File: src/rtl/piso_serializer.sv
// Parallel-in/serial-out shifter: a start_n falling edge loads a word, which is sent one bit per DIV clocks.
// Optional trailing even-parity bit when PISO_PARITY_EN is defined.
module piso_serializer #(
    parameter int WIDTH = 8,
    parameter int DIV   = 50000000
) (
    input  logic             clk,
    input  logic             rst,
    input  logic             start_n,
    input  logic [WIDTH-1:0] data,
    input  logic             msb_first,
    output logic             sout,
    output logic             busy,
    output logic             done,
    output logic [WIDTH-1:0] shreg
);

    localparam int BIT_W = $clog2(WIDTH + 1);
    localparam int DIV_W = (DIV > 1) ? $clog2(DIV) : 1;
    localparam logic [BIT_W-1:0] BIT_LAST = BIT_W'(WIDTH - 1);
    localparam logic [DIV_W-1:0] DIV_LAST = DIV_W'(DIV - 1);

    localparam logic [1:0] IDLE   = 2'd0;
    localparam logic [1:0] SHIFT  = 2'd1;
`ifdef PISO_PARITY_EN
    localparam logic [1:0] PARITY = 2'd2;

    function automatic logic even_parity(input logic [WIDTH-1:0] word);
        return ^word;
    endfunction

    logic par_r;
`endif

    logic [1:0]       state_r;
    logic             s_r;
    logic             s_rp;
    logic             dir_r;
    logic [BIT_W-1:0] bit_cnt_r;
    logic [DIV_W-1:0] div_cnt_r;
    logic             start_evt_s;

    assign start_evt_s = ~s_r & s_rp;

    // Two-flop button sampler; reset to released so no event fires when reset drops
    always_ff @(posedge clk) begin
        if (rst) begin
            s_r  <= 1'b1;
            s_rp <= 1'b1;
        end else begin
            s_r  <= start_n;
            s_rp <= s_r;
        end
    end

    // Transfer FSM: load, bit timing, shifting and status outputs
    always_ff @(posedge clk) begin
        if (rst) begin
            state_r   <= IDLE;
            shreg     <= '0;
            sout      <= 1'b1;
            busy      <= 1'b0;
            done      <= 1'b0;
            dir_r     <= 1'b0;
            bit_cnt_r <= '0;
            div_cnt_r <= '0;
`ifdef PISO_PARITY_EN
            par_r     <= 1'b0;
`endif
        end else begin
            done <= 1'b0;
            case (state_r)
                IDLE: begin
                    sout <= 1'b1;
                    busy <= 1'b0;
                    if (start_evt_s) begin
                        shreg     <= data;
                        dir_r     <= msb_first;
                        bit_cnt_r <= '0;
                        div_cnt_r <= '0;
                        busy      <= 1'b1;
                        sout      <= msb_first ? data[WIDTH-1] : data[0];
`ifdef PISO_PARITY_EN
                        par_r     <= even_parity(data);
`endif
                        state_r   <= SHIFT;
                    end
                end
                SHIFT: begin
                    if (div_cnt_r == DIV_LAST) begin
                        div_cnt_r <= '0;
                        if (bit_cnt_r == BIT_LAST) begin
`ifdef PISO_PARITY_EN
                            state_r <= PARITY;
                            sout    <= par_r;
`else
                            state_r <= IDLE;
                            busy    <= 1'b0;
                            sout    <= 1'b1;
                            done    <= 1'b1;
`endif
                        end else begin
                            bit_cnt_r <= bit_cnt_r + BIT_W'(1);
                            // Next bit to drive is the one adjacent to the output end
                            if (dir_r) begin
                                shreg <= {shreg[WIDTH-2:0], 1'b0};
                                sout  <= shreg[WIDTH-2];
                            end else begin
                                shreg <= {1'b0, shreg[WIDTH-1:1]};
                                sout  <= shreg[1];
                            end
                        end
                    end else begin
                        div_cnt_r <= div_cnt_r + DIV_W'(1);
                    end
                end
`ifdef PISO_PARITY_EN
                PARITY: begin
                    if (div_cnt_r == DIV_LAST) begin
                        div_cnt_r <= '0;
                        state_r   <= IDLE;
                        busy      <= 1'b0;
                        sout      <= 1'b1;
                        done      <= 1'b1;
                    end else begin
                        div_cnt_r <= div_cnt_r + DIV_W'(1);
                    end
                end
`endif
                default: begin
                    state_r <= IDLE;
                    busy    <= 1'b0;
                    sout    <= 1'b1;
                end
            endcase
        end
    end

endmodule

File: config.mk
export PLATFORM = sky130hd
export DESIGN_NAME = piso_serializer
export DESIGN_NICKNAME = d
export VERILOG_FILES = /design/src/rtl/piso_serializer.sv
export SDC_FILE = /design/constraint.sdc
export NUM_CORES = 1
export LEC_CHECK = 0
export CAP_MARGIN = 15
export CORE_ASPECT_RATIO = 0.6
export CORE_UTILIZATION = 59
export CTS_BUF_LIST = sky130_fd_sc_hd__clkbuf_8
export CTS_CLUSTER_DIAMETER = 40
export CTS_CLUSTER_SIZE = 30
export DETAILED_ROUTE_END_ITERATION = 10
export GPL_ROUTABILITY_DRIVEN = 0
export PLACE_DENSITY = 0.82
export SYNTH_ARGS = -nofsm -noshare
export SYNTH_HDL_FRONTEND = slang
export SYNTH_SLANG_ARGS = --single-unit
File: constraint.sdc
create_clock -name clk -period 2.6 [get_ports clk]
set_clock_uncertainty 0.2 [all_clocks]
set_input_delay 0.52 -clock clk [delete_from_list [all_inputs] [get_ports clk]]
set_output_delay 0.52 -clock clk [all_outputs]
set_load 0.005 [all_outputs]
==> flow_summary.json <==
{
  "initial_utilization": 0.634,
  "p_leak_nw": 0.954,
  "h-tree-depth": 2,
  "final_net_count": 322,
  "status": "finished clean",
  "clock_tree.root_cell": "sky130_fd_sc_hd__clkbuf_8",
  "remaining_drc_errors": 0,
  "post_cts_resized": 0,
  "netSwitchingPower_mw": 0.401,
  "slowest_stage": "sky130_fd_sc_hd__or4_4",
  "startpoint_kind_of_the_worst_setup_timing_path": "flip-flop",
  "fp.dieH_um": 51.4,
  "cts_tree": "yes",
  "first_iter_violations": 229,
  "setup_viol": 0,
  "vdd.ir_drop.worst_mv": 0.308,
  "setup.worst_path.class": "flip-flop to flip-flop",
  "post_cts.repair.setup_buffers": 0,
  "share_of_synthesized_registers_carrying_an_async_set_or_reset": 0,
  "hold_slack_final_ns": 0.252,
  "clk_latency_ns": 0.31,
  "grt_first_pass_wirelength_um": 9470,
  "critical-path-max-stage-delay_ns": 0.55,
  "synth.ff_latch_count": 45,
  "num_rows": 17,
  "cts.hold.buffers_added": 0,
  "via_count_of_the_first_global_routing_pass": 1902,
  "worstMarginPinSlew_ns": 0.561,
  "swShare": 0.284,
  "detail_route.wl_per_cell_um": 16.6,
  "clockPowerShare": 0.305,
  "timing.critical_path.to_type": "flip-flop",
  "filler_cell_count": 309,
  "clock-sinks": 45,
  "core_area_mm2": 0.00379,
  "synth.yosys.seq_area_share": 0.375,
  "overflow": 0,
  "grt_setup_unrepaired": "no",
  "area_overhead_of_the_layout_relative_to_synthesis_pct": 15.1,
  "critPathRequiredTime_ns": 2.60,
  "cts_buffers": 5,
  "layout-drive-gt1-share": 0.0906,
  "via_count": 2256,
  "per_instance_average_area_after_synthesis_um2": 8.37,
  "cp_data_arrival_time_ns": 2.33,
  "mapped_cells": 287,
  "worst_path_max_fanout": 9,
  "cp_cell_sequence": "ha_1 -> and4_1 -> nand2_2 -> or4_4 -> a21oi_1 -> o21ai_1",
  "maxCapViolCount": 0,
  "maximum_number_of_pins_on_one_net_before_global_route_repair": 37,
  "seq_power_share": 0.528,
  "synth_flop_cell": "sky130_fd_sc_hd__dfxtp_1",
  "critPathBufInv": 0,
  "drt_pass1_iterations": 5,
  "gr-usage-all-layers": 0.290,
  "final_cycle_utilization_of_the_critical_path": 0.897,
  "power.internal_mw": 1.01,
  "number_of_enable_type_register_cells_in_the_synthesized_netlist": 0,
  "clk_pin_slew_worst_paths_ns": 0.08,
  "fp.dieW_um": 84.4,
  "worst_slew_margin_rel": 0.626,
  "grt_antenna_before_repair": 0,
  "finalWorstPathRequiredPeriod_ns": 2.33,
  "detail_route.vias_per_cell": 6.34,
  "maxSlewViolCount": 0,
  "post_syn_nets": 301,
  "io_pins": 23,
  "dp_hpwl_um": 4200,
  "combPwrFrac": 0.166,
  "critical_path.top_delay_family": "simple AND/OR/NAND/NOR gates",
  "detail_route.wirelength_um": 5910,
  "diodes": 0,
  "timing.fmax_mhz": 429,
  "buffer_ports.inserted": 22,
  "post_synthesis_instance_area_mm2": 0.00240,
  "hold_path_class": "flip-flop to flip-flop",
  "detail_route_antenna_nets": 0,
  "timing.final.hold_violations": 0,
  "total_power_divided_by_cell_area_mw_per_mm2": 510,
  "yosysWarningCount": 0,
  "fin_setup_tns_ns": 0,
  "distinct_cell_type_count_after_synthesis": 48,
  "dieArea_mm2": 0.00434,
  "ctsLongestPathBuffers": 2
}
-- cell usage after synthesis, types with 6 or more instances --
cell                        n  share of area
sky130_fd_sc_hd__dfxtp_1   45           0.38
sky130_fd_sc_hd__a21oi_1   36          0.075
sky130_fd_sc_hd__nand3_1   24          0.050
sky130_fd_sc_hd__nor2_1    18          0.028
sky130_fd_sc_hd__nand2_1   16          0.025
sky130_fd_sc_hd__mux2i_1   14          0.058
sky130_fd_sc_hd__o21ai_0   14          0.029
sky130_fd_sc_hd__a31oi_1   10          0.026
sky130_fd_sc_hd__and2_1     8          0.021
sky130_fd_sc_hd__clkbuf_1   8          0.013
sky130_fd_sc_hd__nand4_1    8          0.021
sky130_fd_sc_hd__inv_1      7          0.011
sky130_fd_sc_hd__and3_1     6          0.016
sky130_fd_sc_hd__and4_1     6          0.022
-- logic make-up after synthesis --
group                      share of synthesized area
adders and majority gates                     0.0104
xor gates and xnor gates                      0.0255
and+or+nand+nor                                0.270
DFF                                            0.375
muxes                                         0.0631
AOI/OAI and AO/OA                              0.215
buffers and inverters                         0.0406
-- area by class of cell --
cell class,count,area (um^2),area share
Clock inverter,3,17.5,0.00634
Clock buffer,5,68.8,0.0249
Timing Repair Buffer,29,285,0.103
Multi-Input combinational cell,219,1400,0.507
Sequential cell,45,901,0.326
Inverter,8,30.0,0.0109
Tap cell,47,58.8,0.0213
-- cell usage in the layout (no fill, tap or decap), types with 3 or more instances in the layout --
master	instances
sky130_fd_sc_hd__clkbuf_8	5
sky130_fd_sc_hd__nand3b_1	3
sky130_fd_sc_hd__a311oi_1	3
sky130_fd_sc_hd__and4_1	6
sky130_fd_sc_hd__nand4_1	8
sky130_fd_sc_hd__dfxtp_1	45
sky130_fd_sc_hd__nand2_1	16
sky130_fd_sc_hd__nand3_1	24
sky130_fd_sc_hd__and2_1	8
sky130_fd_sc_hd__a22oi_1	3
sky130_fd_sc_hd__clkdlybuf4s50_1	22
sky130_fd_sc_hd__nor2_1	18
sky130_fd_sc_hd__xor2_1	3
sky130_fd_sc_hd__inv_1	7
sky130_fd_sc_hd__a31oi_1	10
sky130_fd_sc_hd__mux2i_1	14
sky130_fd_sc_hd__nand2b_1	3
sky130_fd_sc_hd__xnor2_1	4
sky130_fd_sc_hd__o21ai_0	14
sky130_fd_sc_hd__and3_1	6
sky130_fd_sc_hd__o21ai_1	3
sky130_fd_sc_hd__buf_4	6
sky130_fd_sc_hd__a22o_1	5
sky130_fd_sc_hd__a21oi_1	36
-- tightest hold or removal path, stage by stage, from the launching register on --
cell and delay, ns:
sky130_fd_sc_hd__dfxtp_1 0.33, sky130_fd_sc_hd__inv_1 0.05, sky130_fd_sc_hd__nand2_1 0.04
-- per-stage QoR --
| stage | setup slack, ns | cells | utilization | power, mW | cell area, um^2 |
|---|---|---|---|---|---|
| floorplan | 0.567 | 287 | - | 0.894 | 2400 |
| global placement | 0.324 | 348 | 0.707 | 0.987 | 2680 |
| detailed placement | 0.248 | 348 | 0.707 | 0.991 | 2680 |
| CTS | 0.276 | 356 | 0.730 | 1.42 | 2760 |
| global route | 0.0940 | 356 | 0.730 | 1.47 | 2760 |
| finish | 0.267 | 356 | 0.730 | 1.41 | 2760 |
-- power groups by stage --
stage | Combinational [mW] | Clock, mW | Sequential [mW]
4_1_cts | 0.231 | 0.441 | 0.745
2_1_floorplan | 0.142 | 0 | 0.752
3_5_place_dp | 0.230 | 0 | 0.761
3_3_place_gp | 0.226 | 0 | 0.761
5_1_grt | 0.257 | 0.464 | 0.750
6_report | 0.235 | 0.431 | 0.745
-- state kept, by name, indices dropped and copies added, names as in the netlist --
register / cells
sout: 1
div_cnt_r: 26
s_rp: 1
bit_cnt_r: 4
s_r: 1
done: 1
shreg: 8
dir_r: 1
busy: 1
state_r: 1
-- path summary, 6_finish.rpt --
kind,startpoint,to,slack [ns],cells after the start
max reg2reg,div_cnt_r[0],bit_cnt_r[1],0.27,6
min reg2reg,s_r,s_rp,0.25,2
max,div_cnt_r[0],bit_cnt_r[1],0.27,6
min,s_r,s_rp,0.25,2
-- layer usage --
metal | vias up | part of all wire | track usage
met3 | 11 | 0.088 | 0.0614
met1 | 1042 | 0.49 | 0.424
met5 | - | 0 | 0
met2 | 93 | 0.41 | 0.421
li1 | 1110 | - | -
met4 | 0 | 0.017 | 0.102
Note: power is estimated with default switching activity, not from simulation.
